<file path="src/rtl/traffic_light.sv">
// traffic_light: main/side road intersection controller with optional pedestrian walk phase.
//
// A Moore FSM steps MAIN_GREEN -> MAIN_YELLOW -> [WALK] -> SIDE_GREEN -> SIDE_YELLOW.
// Phase timing is counted in one-second ticks produced by a clock prescaler.
//
// Optional feature: define TRAFFIC_LIGHT_WALK_EN to build the WALK state and the walk latch.
// Without it, WalkButton is ignored and WalkLight is tied low.
//
// Parameters:
//   TICK_DIV  clock cycles per one-second tick (>= 1)
//   T_BASE    base green segment, seconds
//   T_EXT     sensor-dependent green segment, seconds
//   T_YEL     yellow duration, seconds
//   T_WALK    walk phase duration, seconds
//
// Ports:
//   Clk         system clock, rising edge
//   Reset       asynchronous active-high reset
//   Sensor      side-road vehicle present, sampled at segment-end ticks
//   WalkButton  pedestrian request, sampled every clock
//   MainGreen/MainYellow/MainRed  main-road lamps, one-hot
//   SideGreen/SideYellow/SideRed  side-road lamps, one-hot
//   WalkLight   pedestrian walk lamp
module traffic_light #(
  parameter int unsigned TICK_DIV = 1,
  parameter int unsigned T_BASE   = 6,
  parameter int unsigned T_EXT    = 3,
  parameter int unsigned T_YEL    = 2,
  parameter int unsigned T_WALK   = 3
) (
  input  logic Clk,
  input  logic Reset,
  input  logic Sensor,
  input  logic WalkButton,
  output logic MainGreen,
  output logic MainYellow,
  output logic MainRed,
  output logic SideGreen,
  output logic SideYellow,
  output logic SideRed,
  output logic WalkLight
);

  // Widths sized for the largest count each counter must hold.
  localparam int unsigned PW      = (TICK_DIV > 1) ? $clog2(TICK_DIV) : 1;
  localparam int unsigned TMaxGrn = (T_BASE > T_EXT) ? T_BASE : T_EXT;
  localparam int unsigned TMaxAux = (T_YEL > T_WALK) ? T_YEL : T_WALK;
  localparam int unsigned TMax    = (TMaxGrn > TMaxAux) ? TMaxGrn : TMaxAux;
  localparam int unsigned SW      = (TMax > 1) ? $clog2(TMax) : 1;

  localparam logic [PW-1:0] PrescLast = PW'(TICK_DIV - 1);
  localparam logic [SW-1:0] LastBase  = SW'(T_BASE - 1);
  localparam logic [SW-1:0] LastExt   = SW'(T_EXT - 1);
  localparam logic [SW-1:0] LastYel   = SW'(T_YEL - 1);
`ifdef TRAFFIC_LIGHT_WALK_EN
  localparam logic [SW-1:0] LastWalk  = SW'(T_WALK - 1);
`endif

  typedef enum logic [2:0] {
    StMainGreen  = 3'd0,
    StMainYellow = 3'd1,
`ifdef TRAFFIC_LIGHT_WALK_EN
    StWalk       = 3'd2,
`endif
    StSideGreen  = 3'd3,
    StSideYellow = 3'd4
  } state_e;

  // Green segment: first base segment, then either the short (sensor) or long extension.
  typedef enum logic [1:0] {
    SegFirst = 2'd0,
    SegExt   = 2'd1,
    SegBase  = 2'd2
  } seg_e;

  state_e          state_q, state_d;
  seg_e            seg_q, seg_d;
  logic [SW-1:0]   sec_q, sec_d;
  logic [PW-1:0]   presc_q, presc_d;
  logic            tick;
  logic [SW-1:0]   last;
  logic            go_walk;

  // ---------------------------------------------------------------------------
  // Prescaler: one tick every TICK_DIV clocks. State only changes on a tick, so the
  // prescaler is always at zero when a new phase starts.
  // ---------------------------------------------------------------------------
  assign tick = (presc_q == PrescLast);

  always_comb begin
    presc_d = tick ? '0 : presc_q + PW'(1);
  end

  // ---------------------------------------------------------------------------
  // Walk request latch
  // ---------------------------------------------------------------------------
`ifdef TRAFFIC_LIGHT_WALK_EN
  logic walk_q, walk_d;

  // A press on the deciding edge itself still counts.
  assign go_walk = walk_q | WalkButton;

  always_comb begin
    walk_d = walk_q;
    if (WalkButton && (state_q != StWalk)) begin
      walk_d = 1'b1;
    end
    // Entry into WALK consumes the request, including any press on that same edge.
    if ((state_d == StWalk) && (state_q != StWalk)) begin
      walk_d = 1'b0;
    end
  end

  always_ff @(posedge Clk or posedge Reset) begin
    if (Reset) begin
      walk_q <= 1'b0;
    end else begin
      walk_q <= walk_d;
    end
  end
`else
  logic unused_walk_button;
  assign unused_walk_button = WalkButton;
  assign go_walk = 1'b0;
`endif

  // ---------------------------------------------------------------------------
  // Duration of the current segment, expressed as its last second index.
  // ---------------------------------------------------------------------------
  always_comb begin
    last = LastBase;
    unique case (state_q)
      StMainGreen:  last = (seg_q == SegExt) ? LastExt : LastBase;
      StMainYellow: last = LastYel;
`ifdef TRAFFIC_LIGHT_WALK_EN
      StWalk:       last = LastWalk;
`endif
      StSideGreen:  last = (seg_q == SegExt) ? LastExt : LastBase;
      StSideYellow: last = LastYel;
      default:      last = LastBase;
    endcase
  end

  // ---------------------------------------------------------------------------
  // Next-state logic
  // ---------------------------------------------------------------------------
  always_comb begin
    state_d = state_q;
    seg_d   = seg_q;
    sec_d   = sec_q;
    if (tick) begin
      if (sec_q == last) begin
        // Segment complete: second counter restarts for whatever comes next.
        sec_d = '0;
        unique case (state_q)
          StMainGreen: begin
            if (seg_q == SegFirst) begin
              seg_d = Sensor ? SegExt : SegBase;
            end else begin
              state_d = StMainYellow;
              seg_d   = SegFirst;
            end
          end
          StMainYellow: begin
`ifdef TRAFFIC_LIGHT_WALK_EN
            state_d = go_walk ? StWalk : StSideGreen;
`else
            state_d = StSideGreen;
`endif
            seg_d = SegFirst;
          end
`ifdef TRAFFIC_LIGHT_WALK_EN
          StWalk: begin
            state_d = StSideGreen;
            seg_d   = SegFirst;
          end
`endif
          StSideGreen: begin
            if ((seg_q == SegFirst) && Sensor) begin
              seg_d = SegExt;
            end else begin
              state_d = StSideYellow;
              seg_d   = SegFirst;
            end
          end
          StSideYellow: begin
            state_d = StMainGreen;
            seg_d   = SegFirst;
          end
          default: begin
            state_d = StMainGreen;
            seg_d   = SegFirst;
          end
        endcase
      end else begin
        sec_d = sec_q + SW'(1);
      end
    end
  end

  always_ff @(posedge Clk or posedge Reset) begin
    if (Reset) begin
      state_q <= StMainGreen;
      seg_q   <= SegFirst;
      sec_q   <= '0;
      presc_q <= '0;
    end else begin
      state_q <= state_d;
      seg_q   <= seg_d;
      sec_q   <= sec_d;
      presc_q <= presc_d;
    end
  end

  // ---------------------------------------------------------------------------
  // Moore output decode
  // ---------------------------------------------------------------------------
  always_comb begin
    MainGreen  = 1'b0;
    MainYellow = 1'b0;
    MainRed    = 1'b0;
    SideGreen  = 1'b0;
    SideYellow = 1'b0;
    SideRed    = 1'b0;
    WalkLight  = 1'b0;
    unique case (state_q)
      StMainGreen: begin
        MainGreen = 1'b1;
        SideRed   = 1'b1;
      end
      StMainYellow: begin
        MainYellow = 1'b1;
        SideRed    = 1'b1;
      end
`ifdef TRAFFIC_LIGHT_WALK_EN
      StWalk: begin
        MainRed   = 1'b1;
        SideRed   = 1'b1;
        WalkLight = 1'b1;
      end
`endif
      StSideGreen: begin
        MainRed   = 1'b1;
        SideGreen = 1'b1;
      end
      StSideYellow: begin
        MainRed    = 1'b1;
        SideYellow = 1'b1;
      end
      default: begin
        MainGreen = 1'b1;
        SideRed   = 1'b1;
      end
    endcase
  end

endmodule

</file>
<file path="config.mk">
export PLATFORM = sky130hd
export DESIGN_NAME = traffic_light
export DESIGN_NICKNAME = d
export VERILOG_FILES = /design/src/rtl/traffic_light.sv
export SDC_FILE = /design/constraint.sdc
export NUM_CORES = 1
export LEC_CHECK = 0
export CELL_PAD_IN_SITES_DETAIL_PLACEMENT = 0
export CELL_PAD_IN_SITES_GLOBAL_PLACEMENT = 1
export CORE_MARGIN = 2
export CORE_UTILIZATION = 40
export CTS_BUF_LIST = sky130_fd_sc_hd__clkbuf_8
export CTS_CLUSTER_DIAMETER = 100
export CTS_CLUSTER_SIZE = 25
export DETAILED_ROUTE_END_ITERATION = 12
export PLACE_DENSITY = 0.83
export SLEW_MARGIN = 20
export SYNTH_ARGS = -nofsm -noshare
export SYNTH_HDL_FRONTEND = slang
export SYNTH_SLANG_ARGS = --single-unit
</file>
<file path="constraint.sdc">
create_clock -name Clk -period 1.85 [get_ports Clk]
set_input_delay 0.37 -clock Clk [delete_from_list [all_inputs] [get_ports Clk]]
set_output_delay 0.37 -clock Clk [all_outputs]
set_load 0.02 [all_outputs]
</file>
==> out/summary.txt, run 1 <==
Maximum number of pins on one net before global-route repair: 9
Overall routed net length: 1140 um
Destination of the worst register-to-register timing path: seg_q[0]
Power Density: 2190 mW/mm^2
Peak supply drop: 1440 uV
Placed Area: 721 um^2
Number of global-route vias before repair: 447
Setup TNS after final layout: 0 ps
Clock transition at the registers of the reported paths: 40 ps
Remaining DRCs: 0
Start-to-end type of the worst setup path: reg -> reg
Number of flip-flops and latches in the synthesized netlist: 8
Finished Cell Area: 792 um^2
Port Buffers: 8
Via count: 456
Netlist cell types: 35
Flip-flop and latch area: 201 um^2
Max-Cap Viols: 0
Number of vias per cell: 5.07
Relative contribution of sequential cells to total power: 0.202
Hold buffer count at CTS: 0
Final setup violation count: 0
Number of nets in the layout: 82
Routed Antenna Nets: 0
Period utilization: 0.969
Internal reg-to-reg setup slack: 60 ps
Max frequency: 558 MHz
Class of the tightest hold or removal check: in -> async
Clk Latency, worst-skew pair: 220 ps
Launch point of the worst reg-to-reg path: state_q[1]
Combinational power share: 0.680
Global-route usage over all layers: 0.149
Total iterations of the first detailed-routing run: 4
Share of final-layout standard cells stronger than drive strength 1: 0.400
CTS Buf Count: 3
Switching power as a share of total power: 0.418
TritonCTS sink count: 8
Netlist area before placement: 578 um^2
RSZ-0062 raised after global routing: true
Gate count after technology mapping: 55
Yosys Warn Count: 0
Count of antenna diodes in the layout: 0
Filler instances: 108
First-pass GRT wire length: 1950 um
Signed area change from the synthesized netlist to the final layout: 37.0%
Combined area of the multi-input logic cells: 349 um^2
Nets in the synthesized netlist: 60
Largest fanout of any net on the critical path: 7
Type of element capturing the critical path: register
Std-Cell Core Area: 0.00132 mm^2
WL/cell: 12.6 um
Hold Fails Final Rpt: 0
Initial Utilization: 0.439
Worst clock skew on the final layout: 0.543 ps
Final HPWL from detailed placement: 840 um
Status: finished, final reports clean
Shortest period the worst path allows: 1790 ps
CTS tree: built
Placer Congestion: 0.849
Global route total overflow: 0
Die Area: 0.00177 mm^2
I/O pin count: 11
Htree depth: 1
Maximum buffer depth of the clock tree: 2
Die boundary width: 42.0 um
Part of the total power dissipated in the clock network: 0.118
Static Leak: 0.393 nW
Post-synthesis average cell area: 10.5 um^2
Int Pwr: 0.00101 W
Critical path startpoint category: register
Clock root buffer master: sky130_fd_sc_hd__clkbuf_8
Number of antenna violations at the first check in global routing: 0
Sequential share of the synthesized area: 0.346
Crit path DAT: 1900 ps
Net switching power: 0.000724 W
Required arrival time at the worst endpoint: 1960 ps
Pins over their slew limit: 0
Worst Reg-to-Reg Cells: 5
Row cnt: 13
Number of DRC markers after the initial detailed-route iteration: 10
Die outline height: 42.0 um
==> worst max path at each step <==
stage | startpoint | to | slack (ps)
floorplan | state_q[2] | seg_q[0] | 180
global placement | state_q[0] | MainRed | -6
detailed placement | state_q[0] | MainRed | -20
CTS | state_q[1] | seg_q[0] | 5
global route | state_q[1] | state_q[1] | -30
finish | state_q[1] | seg_q[0] | 60
==> final cells by class <==
class / count / area share
Tap cell: 15 / 0.0237
Multi-Input combinational cell: 39 / 0.441
Inverter: 5 / 0.0237
Timing Repair Buffer: 20 / 0.205
Sequential cell: 8 / 0.254
Clock buffer: 3 / 0.0521
==> worst max-delay path, stage by stage, from the launching register on <==
cell and delay, ps:
sky130_fd_sc_hd__dfrtp_2 430, sky130_fd_sc_hd__buf_6 130, sky130_fd_sc_hd__or2_4 260, sky130_fd_sc_hd__a2111oi_4 390, sky130_fd_sc_hd__a211oi_4 140, sky130_fd_sc_hd__mux2_4 320
==> power by group through the flow <==
stage	clock [W]	sequential [W]	combinational, W
3_5_place_dp	0	0.000345	0.00116
6_report	0.000205	0.000351	0.00118
3_3_place_gp	0	0.000345	0.00114
5_1_grt	0.000216	0.000367	0.00128
2_1_floorplan	0	0.000326	0.000779
4_1_cts	0.000209	0.000344	0.00111
==> what timing repair did <==
action,in CTS,in global routing
endpoints found under the setup margin,6,5
resized for setup,8,5
cloned,0,0
buffers inserted,0,3
pin swaps,0,2
==> registers in the layout, indices dropped and copies added, names as in the netlist <==
signal,flops
state_q,3
seg_q,2
sec_q,3
==> stage by stage <==
step	power (W)	utilization	cells	setup WS [ps]	hold WS [ps]
final	0.00173	0.601	90	57.4	392
after global routing	0.00186	0.601	90	-31.2	438
after CTS	0.00166	0.575	87	4.63	400
after detailed placement	0.00150	0.547	84	-15.3	546
after global placement	0.00149	0.547	84	-6.38	546
after floorplan	0.00110	-	55	176	186
==> cells in the mapped netlist <==
| master | n | share of area |
|---|---|---|
| sky130_fd_sc_hd__a2111o_1 | 1 | 0.019 |
| sky130_fd_sc_hd__a2111oi_4 | 1 | 0.048 |
| sky130_fd_sc_hd__a211oi_4 | 1 | 0.035 |
| sky130_fd_sc_hd__a21oi_1 | 2 | 0.017 |
| sky130_fd_sc_hd__a31oi_1 | 1 | 0.011 |
| sky130_fd_sc_hd__and2_1 | 1 | 0.011 |
| sky130_fd_sc_hd__and2_2 | 2 | 0.026 |
| sky130_fd_sc_hd__and2b_1 | 1 | 0.013 |
| sky130_fd_sc_hd__and3_1 | 1 | 0.011 |
| sky130_fd_sc_hd__buf_2 | 1 | 0.0086 |
| sky130_fd_sc_hd__buf_4 | 1 | 0.013 |
| sky130_fd_sc_hd__buf_6 | 1 | 0.019 |
| sky130_fd_sc_hd__conb_1 | 1 | 0.0065 |
| sky130_fd_sc_hd__dfrtp_1 | 8 | 0.35 |
| sky130_fd_sc_hd__ha_1 | 1 | 0.022 |
| sky130_fd_sc_hd__inv_1 | 5 | 0.032 |
| sky130_fd_sc_hd__mux2_4 | 3 | 0.078 |
| sky130_fd_sc_hd__mux2i_1 | 1 | 0.017 |
| sky130_fd_sc_hd__nand2_1 | 2 | 0.013 |
| sky130_fd_sc_hd__nand2b_1 | 1 | 0.011 |
| sky130_fd_sc_hd__nand3b_1 | 1 | 0.013 |
| sky130_fd_sc_hd__nand4bb_1 | 1 | 0.019 |
| sky130_fd_sc_hd__nor2_1 | 5 | 0.032 |
| sky130_fd_sc_hd__nor2b_1 | 1 | 0.011 |
| sky130_fd_sc_hd__nor3_1 | 1 | 0.0086 |
| sky130_fd_sc_hd__nor4_2 | 1 | 0.022 |
| sky130_fd_sc_hd__nor4b_1 | 1 | 0.015 |
| sky130_fd_sc_hd__o211ai_1 | 1 | 0.013 |
| sky130_fd_sc_hd__o21ba_2 | 1 | 0.017 |
| sky130_fd_sc_hd__o22ai_2 | 1 | 0.022 |
| sky130_fd_sc_hd__or2_2 | 1 | 0.011 |
| sky130_fd_sc_hd__or2_4 | 1 | 0.015 |
| sky130_fd_sc_hd__or3_2 | 1 | 0.013 |
| sky130_fd_sc_hd__xnor2_1 | 1 | 0.015 |
| sky130_fd_sc_hd__xor2_1 | 1 | 0.015 |
==> cell usage in the layout, fill, tap and decap left out, types with 2 or more instances in the layout <==
cell	Yosys	final
sky130_fd_sc_hd__nand2_1	2	2
sky130_fd_sc_hd__dlygate4sd2_1	0	5
sky130_fd_sc_hd__and2_2	2	2
sky130_fd_sc_hd__a21oi_1	2	2
sky130_fd_sc_hd__dfrtp_1	8	7
sky130_fd_sc_hd__mux2_4	3	3
sky130_fd_sc_hd__buf_4	1	11
sky130_fd_sc_hd__clkdlybuf4s50_1	0	2
sky130_fd_sc_hd__nor2_1	5	5
sky130_fd_sc_hd__clkbuf_8	0	3
sky130_fd_sc_hd__inv_1	5	5
==> routing by layer <==
metal / part of all wire / vias up / wire (um) / GRT usage
li1: - / 232 / - / -
met1: 0.47 / 215 / 538 / 0.188
met2: 0.49 / 7 / 552 / 0.234
met3: 0.029 / 2 / 33 / 0.0259
met4: 0.011 / 0 / 12 / 0.0938
met5: 0 / - / 0 / 0
==> kinds of logic (layout without fill, tap and decap cells) <==
family          Yosys count  count (layout)  synth area share
simple gates             22              22             0.245
compound gates            9               9             0.182
other cells               1               1           0.00649
flops                     8               8             0.346
xor+xnor                  2               2            0.0303
buf+inv                   8              28            0.0736
mux                       4               4            0.0952
fa+ha+maj                 1               1            0.0216
No activity file was read; power rests on OpenSTA's default activity.
==> run 2: changes to the inputs <==
--- a/config.mk
+++ b/config.mk
@@ -8,13 +8,12 @@
 export CELL_PAD_IN_SITES_DETAIL_PLACEMENT = 0
 export CELL_PAD_IN_SITES_GLOBAL_PLACEMENT = 1
 export CORE_MARGIN = 2
-export CORE_UTILIZATION = 40
-export CTS_BUF_LIST = sky130_fd_sc_hd__clkbuf_8
+export CORE_UTILIZATION = 38
 export CTS_CLUSTER_DIAMETER = 100
 export CTS_CLUSTER_SIZE = 25
 export DETAILED_ROUTE_END_ITERATION = 12
-export PLACE_DENSITY = 0.83
-export SLEW_MARGIN = 20
+export PLACE_DENSITY = 0.8
+export SLEW_MARGIN = 25
 export SYNTH_ARGS = -nofsm -noshare
 export SYNTH_HDL_FRONTEND = slang
 export SYNTH_SLANG_ARGS = --single-unit
==> out/summary.txt, run 2 (synthesis results as in run 1) <==
Status: finished, final reports clean
Shortest period the worst path allows: 1780 ps
Worst hold margin: 347 ps
Die Area: 0.00185 mm^2
Number of nets in the layout: 80
I/O pin count: 11
Filler instances: 149
Hold Fails Final Rpt: 0
Period utilization: 0.963
Slowest CP cell: sky130_fd_sc_hd__dfrtp_1
Start-to-end type of the worst setup path: reg -> reg
Die boundary width: 43 um
CTS tree: built
Max frequency: 561 MHz
Global routing's busiest layer: met2
Static Leak: 0.374 nW
Std-Cell Core Area: 0.00147 mm^2
Clock root buffer master: sky130_fd_sc_hd__clkbuf_4
Signed area change from the synthesized netlist to the final layout: 29.0%
Placed insts: 86
Htree depth: 1
Type of element capturing the critical path: register
Hold buffer count at CTS: 0
Die outline height: 43 um
Largest regs: sec_q (3), state_q (3), seg_q (2)
Worst slack at placement: -21.3 ps
Initial Utilization: 0.393
Via count: 465
Clock transition at the registers of the reported paths: 50 ps
Met1 Use GR: 0.181
Placer Congestion: 0.736
Crit path cell chain: buf_6 > or2_4 > a2111oi_4 > a211oi_4 > mux2_4
Total iterations of the first detailed-routing run: 4
WL/cell: 12.6 um
Number of vias per cell: 5.22
Remaining DRCs: 0
Count of antenna diodes in the layout: 0
Final HPWL from detailed placement: 858 um
Critical path startpoint category: register
Required arrival time at the worst endpoint: 2000 ps
TritonCTS sink count: 8
Largest stage delay on the critical path: 410 ps
Share of final-layout standard cells stronger than drive strength 1: 0.370
Maximum buffer depth of the clock tree: 2
Pins over their slew limit: 0
Global route total overflow: 0
Post-route total power: 0.00160 W
Port Buffers: 8
Family of cells with the greatest summed delay on the critical path: compound AO/OA/AOI/OAI gates
Buffers & Inverters on Critical Path: 1
Number of global-route vias before repair: 446
First-pass GRT wire length: 1940 um
Placed Area: 729 um^2
Power Density: 2150 mW/mm^2
Maximum number of pins on one net before global-route repair: 9
Crit path DAT: 1930 ps
Final setup violation count: 0
RSZ-0062 raised after global routing: false
Global-route usage over all layers: 0.142
Class of the tightest hold or removal check: in -> async
Finished Cell Area: 746 um^2
Row cnt: 14
Final worst slack: 67.9 ps
Final cell count without fillers: 89
Peak supply drop: 851 uV
Largest fanout of any net on the critical path: 6
Global routing met2 resource utilization: 0.227
Max-Cap Viols: 0
Number of DRC markers after the initial detailed-route iteration: 5
Most common cell after layout, fill and taps aside: sky130_fd_sc_hd__buf_4
Most frequent cells in the layout: sky130_fd_sc_hd__buf_4 (9), sky130_fd_sc_hd__dfrtp_1 (8), sky130_fd_sc_hd__nor2_1 (5), sky130_fd_sc_hd__inv_1 (5), sky130_fd_sc_hd__dlygate4sd2_1 (4)
Routed Antenna Nets: 0
Met3 capacity usage during global routing: 0.0255
Worst clock skew on the final layout: 3.21 ps
CTS Buf Count: 3
Number of antenna violations at the first check in global routing: 0
Clk Latency, worst-skew pair: 260 ps
Overall routed net length: 1120 um
-- run 2: cell count changes in the layout (fill, tap and decap cells not counted), sizes merged --
cell,delta
buf,-2
dlygate4sd2,-1
clkdlybuf4s15,+1
-- run 2: area by class of cell --
class                           count  area (um^2)  area share
Clock buffer                        3         22.5      0.0302
Inverter                            5         18.8      0.0252
Timing Repair Buffer               18          149       0.200
Tap cell                           16         20.0      0.0268
Multi-Input combinational cell     39          335       0.450
Sequential cell                     8          200       0.268
-- run 2: worst paths after layout --
kind	from	end	slack [ps]	cells past startpoint
max in group asynchronous	Reset	seg_q[1]	1270	2
worst max-delay path	state_q[1]	state_q[2]	70	5
worst max register to register	state_q[1]	state_q[2]	70	5
worst min-delay path	Reset	seg_q[0]	350	2
worst min register to register	sec_q[0]	sec_q[0]	540	2
min in group Clk	sec_q[0]	sec_q[0]	540	2
-- run 2: repair_timing --
action | 4_1_cts | 5_1_grt
pin swaps | 0 | 0
gates resized for setup | 9 | 2
setup endpoints to repair | 6 | 2
hold endpoints to repair | 0 | 0
gates cloned | 0 | 0
buffers inserted | 0 | 0
-- run 2: where the power goes --
group | internal [W] | switching [W]
clock | 0.0000746 | 0.0000652
combinational | 0.000571 | 0.000556
sequential | 0.000260 | 0.0000745
total | 0.000906 | 0.000696
-- run 2: per-layer routing --
metal / share of wire / up-vias
met5: 0 / -
met3: 0.043 / 2
met2: 0.47 / 13
met1: 0.46 / 224
met4: 0.021 / 0
li1: - / 226
-- run 2: stage by stage --
| step | util | setup TNS (ps) |
|---|---|---|
| after global routing | 0.507 | 0 |
| after global placement | 0.496 | -11.7 |
| after floorplan | - | 0 |
| final | 0.507 | 0 |
| after CTS | 0.503 | 0 |
| after detailed placement | 0.496 | -21.3 |
-- run 2: worst register-to-register path, stage by stage, from the launching register on --
cell	delay, ps
sky130_fd_sc_hd__dfrtp_1	410
sky130_fd_sc_hd__buf_6	150
sky130_fd_sc_hd__or2_4	270
sky130_fd_sc_hd__a2111oi_4	390
sky130_fd_sc_hd__a211oi_4	130
sky130_fd_sc_hd__mux2_4	320
